File: src/rtl/control_pkg.sv
// Shared encodings for the BEAN-1 multi-cycle control unit: opcodes, FSM states
// and datapath select values.
package control_pkg;

  localparam logic [6:0] OPC_LUI    = 7'b0110111;
  localparam logic [6:0] OPC_AUIPC  = 7'b0010111;
  localparam logic [6:0] OPC_JAL    = 7'b1101111;
  localparam logic [6:0] OPC_JALR   = 7'b1100111;
  localparam logic [6:0] OPC_BRANCH = 7'b1100011;
  localparam logic [6:0] OPC_LOAD   = 7'b0000011;
  localparam logic [6:0] OPC_STORE  = 7'b0100011;
  localparam logic [6:0] OPC_OP_IMM = 7'b0010011;
  localparam logic [6:0] OPC_OP     = 7'b0110011;

  localparam logic [2:0] MODE_WORD = 3'b010;

  typedef enum logic [2:0] {
    S_RST    = 3'd0,
    S_FETCH  = 3'd1,
    S_DECODE = 3'd2,
    S_EXEC   = 3'd3,
    S_MEM    = 3'd4,
    S_WB     = 3'd5,
    S_TRAP   = 3'd6
  } state_e;

  typedef enum logic [1:0] {
    REG_ALU = 2'd0,
    REG_MEM = 2'd1,
    REG_PC4 = 2'd2,
    REG_IMM = 2'd3
  } reg_sel_e;

  typedef enum logic [1:0] {
    PC_PLUS4     = 2'd0,
    PC_ALU       = 2'd1,
    PC_ALU_ALIGN = 2'd2,
    PC_TRAP      = 2'd3
  } pc_sel_e;

  typedef enum logic [2:0] {
    IMM_I = 3'd0,
    IMM_S = 3'd1,
    IMM_B = 3'd2,
    IMM_U = 3'd3,
    IMM_J = 3'd4
  } imm_sel_e;

  typedef struct packed {
    logic     rs1_sel;
    logic     rs2_sel;
    reg_sel_e reg_sel;
    pc_sel_e  pc_sel;
    logic     reg_we;
    logic     pc_en;
    logic     mem_op;
  } exec_ctl_t;

endpackage

File: src/rtl/control_decode.sv
// Combinational instruction decode: maps opcode/funct fields and the current
// state to EXEC-cycle selects, immediate format, ALU mode and the illegal flag.
module control_decode
  import control_pkg::*;
(
  input  logic [6:0] opcode_i,
  input  logic [2:0] funct3_i,
  input  logic [6:0] funct7_i,
  input  state_e     state_i,
  output exec_ctl_t  exec_ctl_o,
  output imm_sel_e   imm_sel_o,
  output logic [3:0] alu_mode_o,
  output logic       is_branch_o,
  output logic       is_store_o,
  output logic       illegal_o
);

  always_comb begin
    exec_ctl_o  = '0;
    imm_sel_o   = IMM_I;
    alu_mode_o  = 4'b0000;
    is_branch_o = 1'b0;
    is_store_o  = 1'b0;
    illegal_o   = 1'b0;
    case (opcode_i)
      OPC_LUI: begin
        imm_sel_o          = IMM_U;
        exec_ctl_o.reg_we  = 1'b1;
        exec_ctl_o.reg_sel = REG_IMM;
        exec_ctl_o.pc_en   = 1'b1;
      end
      OPC_AUIPC: begin
        imm_sel_o          = IMM_U;
        exec_ctl_o.rs1_sel = 1'b1;
        exec_ctl_o.rs2_sel = 1'b1;
        exec_ctl_o.reg_we  = 1'b1;
        exec_ctl_o.pc_en   = 1'b1;
      end
      OPC_OP: begin
        alu_mode_o        = {funct7_i[5], funct3_i};
        exec_ctl_o.reg_we = 1'b1;
        exec_ctl_o.pc_en  = 1'b1;
        illegal_o         = !((funct7_i == 7'b0000000) || (funct7_i == 7'b0100000));
      end
      OPC_OP_IMM: begin
        // funct7[5] only selects SRA vs SRL; elsewhere bit 30 is immediate data.
        alu_mode_o         = {(funct3_i == 3'b101) & funct7_i[5], funct3_i};
        exec_ctl_o.rs2_sel = 1'b1;
        exec_ctl_o.reg_we  = 1'b1;
        exec_ctl_o.pc_en   = 1'b1;
      end
      OPC_JAL: begin
        imm_sel_o          = IMM_J;
        exec_ctl_o.rs1_sel = 1'b1;
        exec_ctl_o.rs2_sel = 1'b1;
        exec_ctl_o.reg_we  = 1'b1;
        exec_ctl_o.reg_sel = REG_PC4;
        exec_ctl_o.pc_sel  = PC_ALU;
        exec_ctl_o.pc_en   = 1'b1;
      end
      OPC_JALR: begin
        exec_ctl_o.rs2_sel = 1'b1;
        exec_ctl_o.reg_we  = 1'b1;
        exec_ctl_o.reg_sel = REG_PC4;
        exec_ctl_o.pc_sel  = PC_ALU_ALIGN;
        exec_ctl_o.pc_en   = 1'b1;
      end
      OPC_BRANCH: begin
        // The ALU forms the target PC + B-imm; the comparator reads rs1/rs2
        // straight from the register file and returns jump in the same cycle.
        imm_sel_o          = IMM_B;
        is_branch_o        = 1'b1;
        exec_ctl_o.rs1_sel = 1'b1;
        exec_ctl_o.rs2_sel = 1'b1;
        exec_ctl_o.pc_sel  = PC_ALU;
        exec_ctl_o.pc_en   = 1'b1;
      end
      OPC_LOAD: begin
        exec_ctl_o.rs2_sel = 1'b1;
        exec_ctl_o.mem_op  = 1'b1;
      end
      OPC_STORE: begin
        imm_sel_o          = IMM_S;
        is_store_o         = 1'b1;
        exec_ctl_o.rs2_sel = 1'b1;
        exec_ctl_o.mem_op  = 1'b1;
      end
      default: illegal_o = 1'b1;
    endcase
    // The instruction register is not meaningful before decode or after a trap.
    if ((state_i == S_RST) || (state_i == S_FETCH) || (state_i == S_TRAP)) begin
      imm_sel_o  = IMM_I;
      alu_mode_o = 4'b0000;
    end
  end

endmodule

File: src/rtl/control_fsm_mc.sv
// BEAN-1 multi-cycle control FSM: fetch/decode/exec/mem/wb sequencing with a
// memory handshake, reset hold-off, per-access timeout and illegal-op trap.
module control_fsm_mc
  import control_pkg::*;
#(
  parameter int RESET_CYCLES = 2,
  parameter int MEM_TIMEOUT  = 16,
  parameter int HALT_ON_TRAP = 1
) (
  input  logic        clk,
  input  logic        reset,
  input  logic [31:0] inst,
  input  logic        jump,
  input  logic        mem_ready,
  output logic        mem_req,
  output logic        reg_WE,
  output logic        rs1_SEL,
  output logic        rs2_SEL,
  output logic [1:0]  reg_SEL,
  output logic [1:0]  pc_SEL,
  output logic [2:0]  imm_SEL,
  output logic [3:0]  ALU_MODE,
  output logic        addrs_SEL,
  output logic        pc_EN,
  output logic        instr_EN,
  output logic        ALU_mem_EN,
  output logic        mem_in_EN,
  output logic        mem_WE,
  output logic [2:0]  mem_MODE,
  output logic        trap,
  output logic [2:0]  state
);

  localparam int CNT_MAX = (RESET_CYCLES > MEM_TIMEOUT) ? RESET_CYCLES : MEM_TIMEOUT;
  localparam int CNT_W   = (CNT_MAX <= 2) ? 1 : $clog2(CNT_MAX);
  localparam logic [CNT_W-1:0] RST_LAST = CNT_W'((RESET_CYCLES == 0) ? 0 : RESET_CYCLES - 1);
  localparam logic [CNT_W-1:0] TO_LAST  = CNT_W'((MEM_TIMEOUT == 0) ? 0 : MEM_TIMEOUT - 1);

  state_e           state_q;
  logic [CNT_W-1:0] cnt_q;
  logic             trap_q;

  exec_ctl_t  exec_ctl;
  imm_sel_e   imm_sel;
  logic [3:0] alu_mode;
  logic       is_branch;
  logic       is_store;
  logic       illegal;
  logic       timeout;
  logic       unused_inst_bits;

  assign unused_inst_bits = ^{inst[24:15], inst[11:7]};

  control_decode u_decode (
    .opcode_i    (inst[6:0]),
    .funct3_i    (inst[14:12]),
    .funct7_i    (inst[31:25]),
    .state_i     (state_q),
    .exec_ctl_o  (exec_ctl),
    .imm_sel_o   (imm_sel),
    .alu_mode_o  (alu_mode),
    .is_branch_o (is_branch),
    .is_store_o  (is_store),
    .illegal_o   (illegal)
  );

  // Terminal wait count: a ready in this same cycle still completes the access.
  assign timeout = (MEM_TIMEOUT != 0) && (cnt_q == TO_LAST);

  always_ff @(posedge clk) begin
    if (reset) begin
      state_q <= S_RST;
      cnt_q   <= '0;
      trap_q  <= 1'b0;
    end else begin
      cnt_q <= '0;
      case (state_q)
        S_RST: begin
          if ((RESET_CYCLES == 0) || (cnt_q == RST_LAST)) state_q <= S_FETCH;
          else cnt_q <= cnt_q + 1'b1;
        end
        S_FETCH: begin
          if (mem_ready) begin
            state_q <= S_DECODE;
          end else if (timeout) begin
            state_q <= S_TRAP;
            trap_q  <= 1'b1;
          end else begin
            cnt_q <= cnt_q + 1'b1;
          end
        end
        S_DECODE: begin
          if (illegal) begin
            state_q <= S_TRAP;
            trap_q  <= 1'b1;
          end else begin
            state_q <= S_EXEC;
          end
        end
        S_EXEC: state_q <= exec_ctl.mem_op ? S_MEM : S_FETCH;
        S_MEM: begin
          if (mem_ready) begin
            state_q <= is_store ? S_FETCH : S_WB;
          end else if (timeout) begin
            state_q <= S_TRAP;
            trap_q  <= 1'b1;
          end else begin
            cnt_q <= cnt_q + 1'b1;
          end
        end
        S_WB: state_q <= S_FETCH;
        S_TRAP: if (HALT_ON_TRAP == 0) state_q <= S_FETCH;
        default: state_q <= S_RST;
      endcase
    end
  end

  always_comb begin
    mem_req    = 1'b0;
    reg_WE     = 1'b0;
    rs1_SEL    = 1'b0;
    rs2_SEL    = 1'b0;
    reg_SEL    = REG_ALU;
    pc_SEL     = PC_PLUS4;
    addrs_SEL  = 1'b0;
    pc_EN      = 1'b0;
    instr_EN   = 1'b0;
    ALU_mem_EN = 1'b0;
    mem_in_EN  = 1'b0;
    mem_WE     = 1'b0;
    mem_MODE   = MODE_WORD;
    imm_SEL    = imm_sel;
    ALU_MODE   = alu_mode;
    case (state_q)
      S_FETCH: begin
        mem_req  = 1'b1;
        instr_EN = mem_ready;
      end
      S_EXEC: begin
        rs1_SEL    = exec_ctl.rs1_sel;
        rs2_SEL    = exec_ctl.rs2_sel;
        reg_SEL    = exec_ctl.reg_sel;
        pc_SEL     = is_branch ? (jump ? PC_ALU : PC_PLUS4) : exec_ctl.pc_sel;
        reg_WE     = exec_ctl.reg_we;
        pc_EN      = exec_ctl.pc_en;
        ALU_mem_EN = exec_ctl.mem_op;
      end
      S_MEM: begin
        mem_req   = 1'b1;
        addrs_SEL = 1'b1;
        mem_MODE  = inst[14:12];
        mem_WE    = is_store;
        mem_in_EN = mem_ready & ~is_store;
        pc_EN     = mem_ready & is_store;
      end
      S_WB: begin
        reg_WE  = 1'b1;
        reg_SEL = REG_MEM;
        pc_EN   = 1'b1;
      end
      S_TRAP: begin
        if (HALT_ON_TRAP == 0) begin
          pc_SEL = PC_TRAP;
          pc_EN  = 1'b1;
        end
      end
      default: ;
    endcase
  end

  assign trap  = trap_q;
  assign state = state_q;

endmodule

File: config.mk
export PLATFORM = sky130hd
export DESIGN_NAME = control_fsm_mc
export DESIGN_NICKNAME = d
export VERILOG_FILES = /design/src/rtl/control_pkg.sv /design/src/rtl/control_decode.sv /design/src/rtl/control_fsm_mc.sv
export SDC_FILE = /design/constraint.sdc
export NUM_CORES = 1
export LEC_CHECK = 0
export BUFFER_PORTS_ARGS = -buffer_cell sky130_fd_sc_hd__buf_2
export CAP_MARGIN = 25
export CORE_UTILIZATION = 35
export CTS_BUF_LIST = sky130_fd_sc_hd__clkbuf_4
export DETAILED_ROUTE_END_ITERATION = 8
export HOLD_SLACK_MARGIN = 0.05
export PLACE_DENSITY = 0.68
export SKIP_LAST_GASP = 1
export SYNTH_ARGS = -nofsm -noshare
export SYNTH_HDL_FRONTEND = slang
export SYNTH_SLANG_ARGS = --single-unit
File: constraint.sdc
create_clock -name clk -period 3.85 [get_ports clk]
set_input_delay 0.77 -clock clk [delete_from_list [all_inputs] [get_ports clk]]
set_output_delay 0.77 -clock clk [all_outputs]
set_load 0.1 [all_outputs]
== Word-level counts from Yosys, hierarchy flattened ==
Cells that the tools add are included.

* Flip-flop bits (word level): 8
* Latch bits: 0
* RAM bits: 0
* Memory bits (read-only): 0
* Input bits: 36
* Output and inout port bits: 28
* Word-level logic and storage cells: 96
* Memories: 0

* $add $sub $neg: 1
* Multipliers: 0
* Div/mod/pow operators: 0
* $lt $le $gt $ge: 0
* Equality and inequality tests: 23
* Shift-type cells: 0
* Multiplexer cells: 45
* Bitwise gates (word level): 5
* Reductions and logical operators: 19

{| class="wikitable"
|+ Operators by type and width
! cell !! count
|-
| $eq A7 B6 Y1 const B || 4
|-
| $mux W3 || 9
|-
| $eq A7 B7 Y1 const B || 3
|-
| $pmux W3 S7 || 1
|-
| $mux W1 || 19
|-
| $mux W4 || 4
|-
| $pmux W4 S2 || 2
|-
| $eq A7 B5 Y1 const B || 2
|-
| $reduce_or A7 Y1 || 2
|-
| $eq A3 B3 Y1 const B || 4
|-
| $pmux W2 S2 || 3
|-
| $pmux W3 S4 || 1
|-
| $reduce_or A2 Y1 || 5
|-
| $reduce_or A8 Y1 || 1
|-
| $eq A7 B2 Y1 const B || 1
|-
| $logic_not A7 Y1 || 1
|-
| $eq A3 B2 Y1 const B || 2
|-
| $ne A2 B2 Y1 const B || 3
|-
| $pmux W1 S2 || 3
|-
| $reduce_or A6 Y1 || 1
|-
| $add A4 B1 Y4 const B || 1
|-
| $eq A4 B1 Y1 const B || 1
|-
| $eq A4 B4 Y1 const B || 1
|-
| $mux W2 || 2
|-
| other kinds (12) || 17
|}

== Logic depth before layout (Yosys ltp) ==
* Depth in word-level cells: 6
* Depth in mapped cells: 5
* Depth with buffers taken out: 5

== Hierarchy ==
Synthesis repeated with hierarchy kept, for this count alone.

* Cell total of the unflattened synthesis: 134
* Area, all modules: 958.4 sq um

{| class="wikitable"
|+ Modules (own cells, without submodules)
! module !! instances !! cells an instance !! area an instance (sq um) !! seq. area each (sq um)
|-
| control_fsm_mc || 1 || 82 || 631.9 || 160.2
|-
| control_decode || 1 || 52 || 326.6 || 0.0
|}

== Worst setup path after synthesis ==
OpenSTA, ideal clock, no wires.

* Path type: reg2out
* Start: register state_q[0] (netlist: state[0])
* End: output pc_SEL[0]
* Data arrival time: 4314 ps
* Required time: 3080 ps
* Slack: -1234 ps
* Cell stages (with the launch flop): 4
* Buffers on the path: 1
* Cells stage by stage: dfxtp_1 > buf_2 > nand2_1 > nor4_1

* Cells in the longest elaborated chain, start to end: 2

{| class="wikitable"
|+ Ends and longest elaborated chain
! what !! RTL line !! text
|-
| from (decl) || control_fsm_mc.sv:39 || <nowiki>state_e state_q;</nowiki>
|-
| from (signal assigned) || control_fsm_mc.sv:100 || <nowiki>S_EXEC: state_q <= exec_ctl.mem_op ? S_MEM : S_FETCH;</nowiki>
|-
| from (signal assigned) || control_fsm_mc.sv:103 || <nowiki>state_q <= is_store ? S_FETCH : S_WB;</nowiki>
|-
| $eq A3 B2 Y1 || control_fsm_mc.sv:134 || <nowiki>case (state_q)</nowiki>
|-
| $mux W2 || control_fsm_mc.sv:134 ||
|-
| to (decl) || control_fsm_mc.sv:20 || <nowiki>output logic [1:0] pc_SEL,</nowiki>
|}

No other way between the ends.

== Worst setup path in the final report ==
* Start: input inst[3]
* End: output mem_WE

* Cells in the longest elaborated chain, start to end: 3

{| class="wikitable"
|+ Ends and longest elaborated chain
! what !! RTL line !! text
|-
| from (decl) || control_fsm_mc.sv:12 || <nowiki>input logic [31:0] inst,</nowiki>
|-
| $eq A7 B6 Y1 || control_decode.sv:25 || <nowiki>case (opcode_i)</nowiki>
|-
| $mux W1 || control_decode.sv:25 ||
|-
| $mux W1 || control_fsm_mc.sv:134 ||
|-
| to (decl) || control_fsm_mc.sv:28 || <nowiki>output logic mem_WE,</nowiki>
|}

No other way between the ends.

==> impl_results.md <==
* Power density over the cells at 451 nW/µm²
* Drt wl/cell at 12.9 µm
* Ranking of synthesized cells by area: dfxtp_1 (16%), nor2_1 (4.5%), nand2b_1 (4.4%)
* Layout cells sized above 1 at 0.428
* Pins Over Slew Limit at 0
* Finish-stage setup viols at 0
* List of most frequent post-synthesis cells: nor2_1 (12), dfxtp_1 (8), a21oi_1 (7), nand2_1 (7), nand2b_1 (7)
* Post-route minimum period at 3.10 ns
* Seq/Total Area, Yosys at 0.160
* CP Capture Type: output port
* Cts repair resizes at 0
* ANT cells at 0
* 1st-pass router iterations at 4
* Worst-path maximum fanout at 11
* Max Clk Rate at 322 MHz
* VDD IR-drop max at 416 µV
* Mapped Area at 998 µm²
* Initial Util at 0.365
* Met2 WL at 1190 µm
* Placed cell area at 1280 µm²
* Placer Congestion at 0.810
* Hold Path Class: reg -> reg
* Max Cap Viol at 0
* Count leader, synth: nor2_1
* Global route overflow at 0
* Unrepaired setup endpoints after global routing: false
* First-pass GRT wire length at 4610 µm
* Final total power at 0.000589 W
* Antenna-violating nets left at 0
* Crit path buffers/inverters at 2
* Tot GR Track Use at 0.180
* Crit-path leading delay family: simple AND/OR/NAND/NOR gates
* Initial antenna violation count at 0
* Startpoint types: input pin
* Die height at 55.4 µm
* Vias in the first global route at 1024
* Worst relative slew slack at 0.547
* NumNets Final at 213
* Sinks on the clock net at 8
* Syn Area/Cell at 7.68 µm²
* Cell Chain, Critical Path: buf_2 > or3_4 > nor3_4 > nand2_2 > nor3_2 > buf_2
* Fillers at 297
* Final core occ at 0.478
* Fin crit share at 0.806
* DR top layer: met4
* Row count at 19
* FFs w/ async S/R, synth at 0
* Post-synth EDFFs at 0
* Critical path class: in -> out
* Outcome: complete, no violations
* Final wirelength at 2640 µm
* CTS root buf: clkbuf_4
* Hold_buf cts at 0
* Worst-margin pin slew at 0.678 ns
* PortBufs at 48
* Cells after DPL at 201
* Worst EP arrival at 2.33 ns
* R2R Setup Slk at 2.07 ns
* R2R cell count at 4
* Met3 WL at 149 µm
* Clk buf depth at 2
* Cts bufs inserted at 3
* CP max stage delay at 0.45 ns
* Die Wd at 55.4 µm
* Slowest CP cell: buf_2
* Core Area at 2730 µm²
* CTS tree: yes
* Area grow syn2layout at 30.8%
* Syn Inst Count at 130
* Yosys top cell area share at 0.160
* Final Hold Fails at 0
* DIE AREA at 3070 µm²
* Synth area leader: dfxtp_1
* Iter 0 DRT Violations at 38
* Largest net degree at the start of global routing at 20
* Syn Nets at 168
* WP data required at 3.08 ns
* # Post-CTS Setup Buffers at 0
* Synth Flop Type: dfxtp_1
* Most used cell, CP: buf_2
* Via density at 5.59
* Final worst clock skew at 0.00474 ns
* H-Tree Depth at 1
* Synth Warn # at 0
* CTS clk-pin slew, worst paths at 0.05 ns
* Crit. path cell count at 6
* Boundary pin count at 64
* Hpwl dp at 2100 µm
* Filler-free cell count of the finished design at 204
* Metal1 wirelength at 1270 µm
* Final Cell Area at 1310 µm²
* Yosys reg bits at 8
* Netlist cell types at 48
* # DRC at 0
* Vias at 1140
* Worst skew pair latency at 0.26 ns
* P_leak at 0.574 nW
* Worst Hold Depth at 1
==> placed cells by master, fill, tap and decap left out, types with 4 or more instances in the layout <==
| master | Yosys | layout |
|---|---|---|
| a211oi_1 | 4 | 4 |
| a21oi_1 | 7 | 6 |
| and2_1 | 6 | 6 |
| buf_2 | 5 | 48 |
| dfxtp_1 | 8 | 8 |
| nand2_1 | 7 | 7 |
| nand2b_1 | 7 | 7 |
| nand3_1 | 4 | 4 |
| nor2_1 | 12 | 11 |
| o21a_1 | 4 | 4 |
| o31ai_1 | 4 | 4 |
==> sequential cells by signal, indices dropped and copies added, names as in the netlist <==
name and count:
trap 1, cnt_q 4, state 3
==> cell families (layout without fill, tap and decap cells) <==
| family | after synthesis | in the layout | synth area share |
|---|---|---|---|
| AOI/OAI and AO/OA | 39 | 39 | 0.320 |
| xor gates and xnor gates | 2 | 2 | 0.0175 |
| adders and majority gates | 2 | 2 | 0.0251 |
| buffers and inverters | 11 | 54 | 0.0476 |
| DFF | 8 | 8 | 0.160 |
| and+or+nand+nor | 68 | 68 | 0.430 |
==> stage by stage <==
| stage | hold WS, ns | setup TNS, ns | setup slack [ns] |
|---|---|---|---|
| 5_1_grt | 0.504 | 0 | 0.595 |
| 2_1_floorplan | 0.433 | -0.0656 | -0.0656 |
| 3_5_place_dp | 0.465 | 0 | 0.728 |
| 4_1_cts | 0.477 | 0 | 0.730 |
| 3_3_place_gp | 0.446 | 0 | 0.754 |
| 6_report | 0.465 | 0 | 0.746 |
==> path summary, 6_finish.rpt <==
check / start / endpoint
min reg2reg: cnt_q[0] / cnt_q[0]
max reg2reg: state[2] / trap
min: cnt_q[0] / cnt_q[0]
max: inst[3] / mem_WE
==> where the power goes <==
group	switching [W]	total (W)	internal [W]	leakage [nW]
Sequential	0.0000500	0.000153	0.000103	0.0651
Clock	0.0000291	0.0000649	0.0000357	0.0138
Combinational	0.000267	0.000371	0.000105	0.495
==> layer usage <==
metal	up-vias	GRT usage
li1	582	-
met1	514	0.255
met2	41	0.294
met3	3	0.0117
met4	0	0.0536
met5	-	0
==> final cells by class <==
type / count / area [µm²] / share of cell area
clock buffer: 3 / 22.5 / 0.0172
inverter: 2 / 7.51 / 0.00575
multi-input combinational: 111 / 830 / 0.635
sequential: 8 / 160 / 0.123
tap: 31 / 38.8 / 0.0297
timing repair buffer: 49 / 248 / 0.190
(Power assumes the default switching activity.)
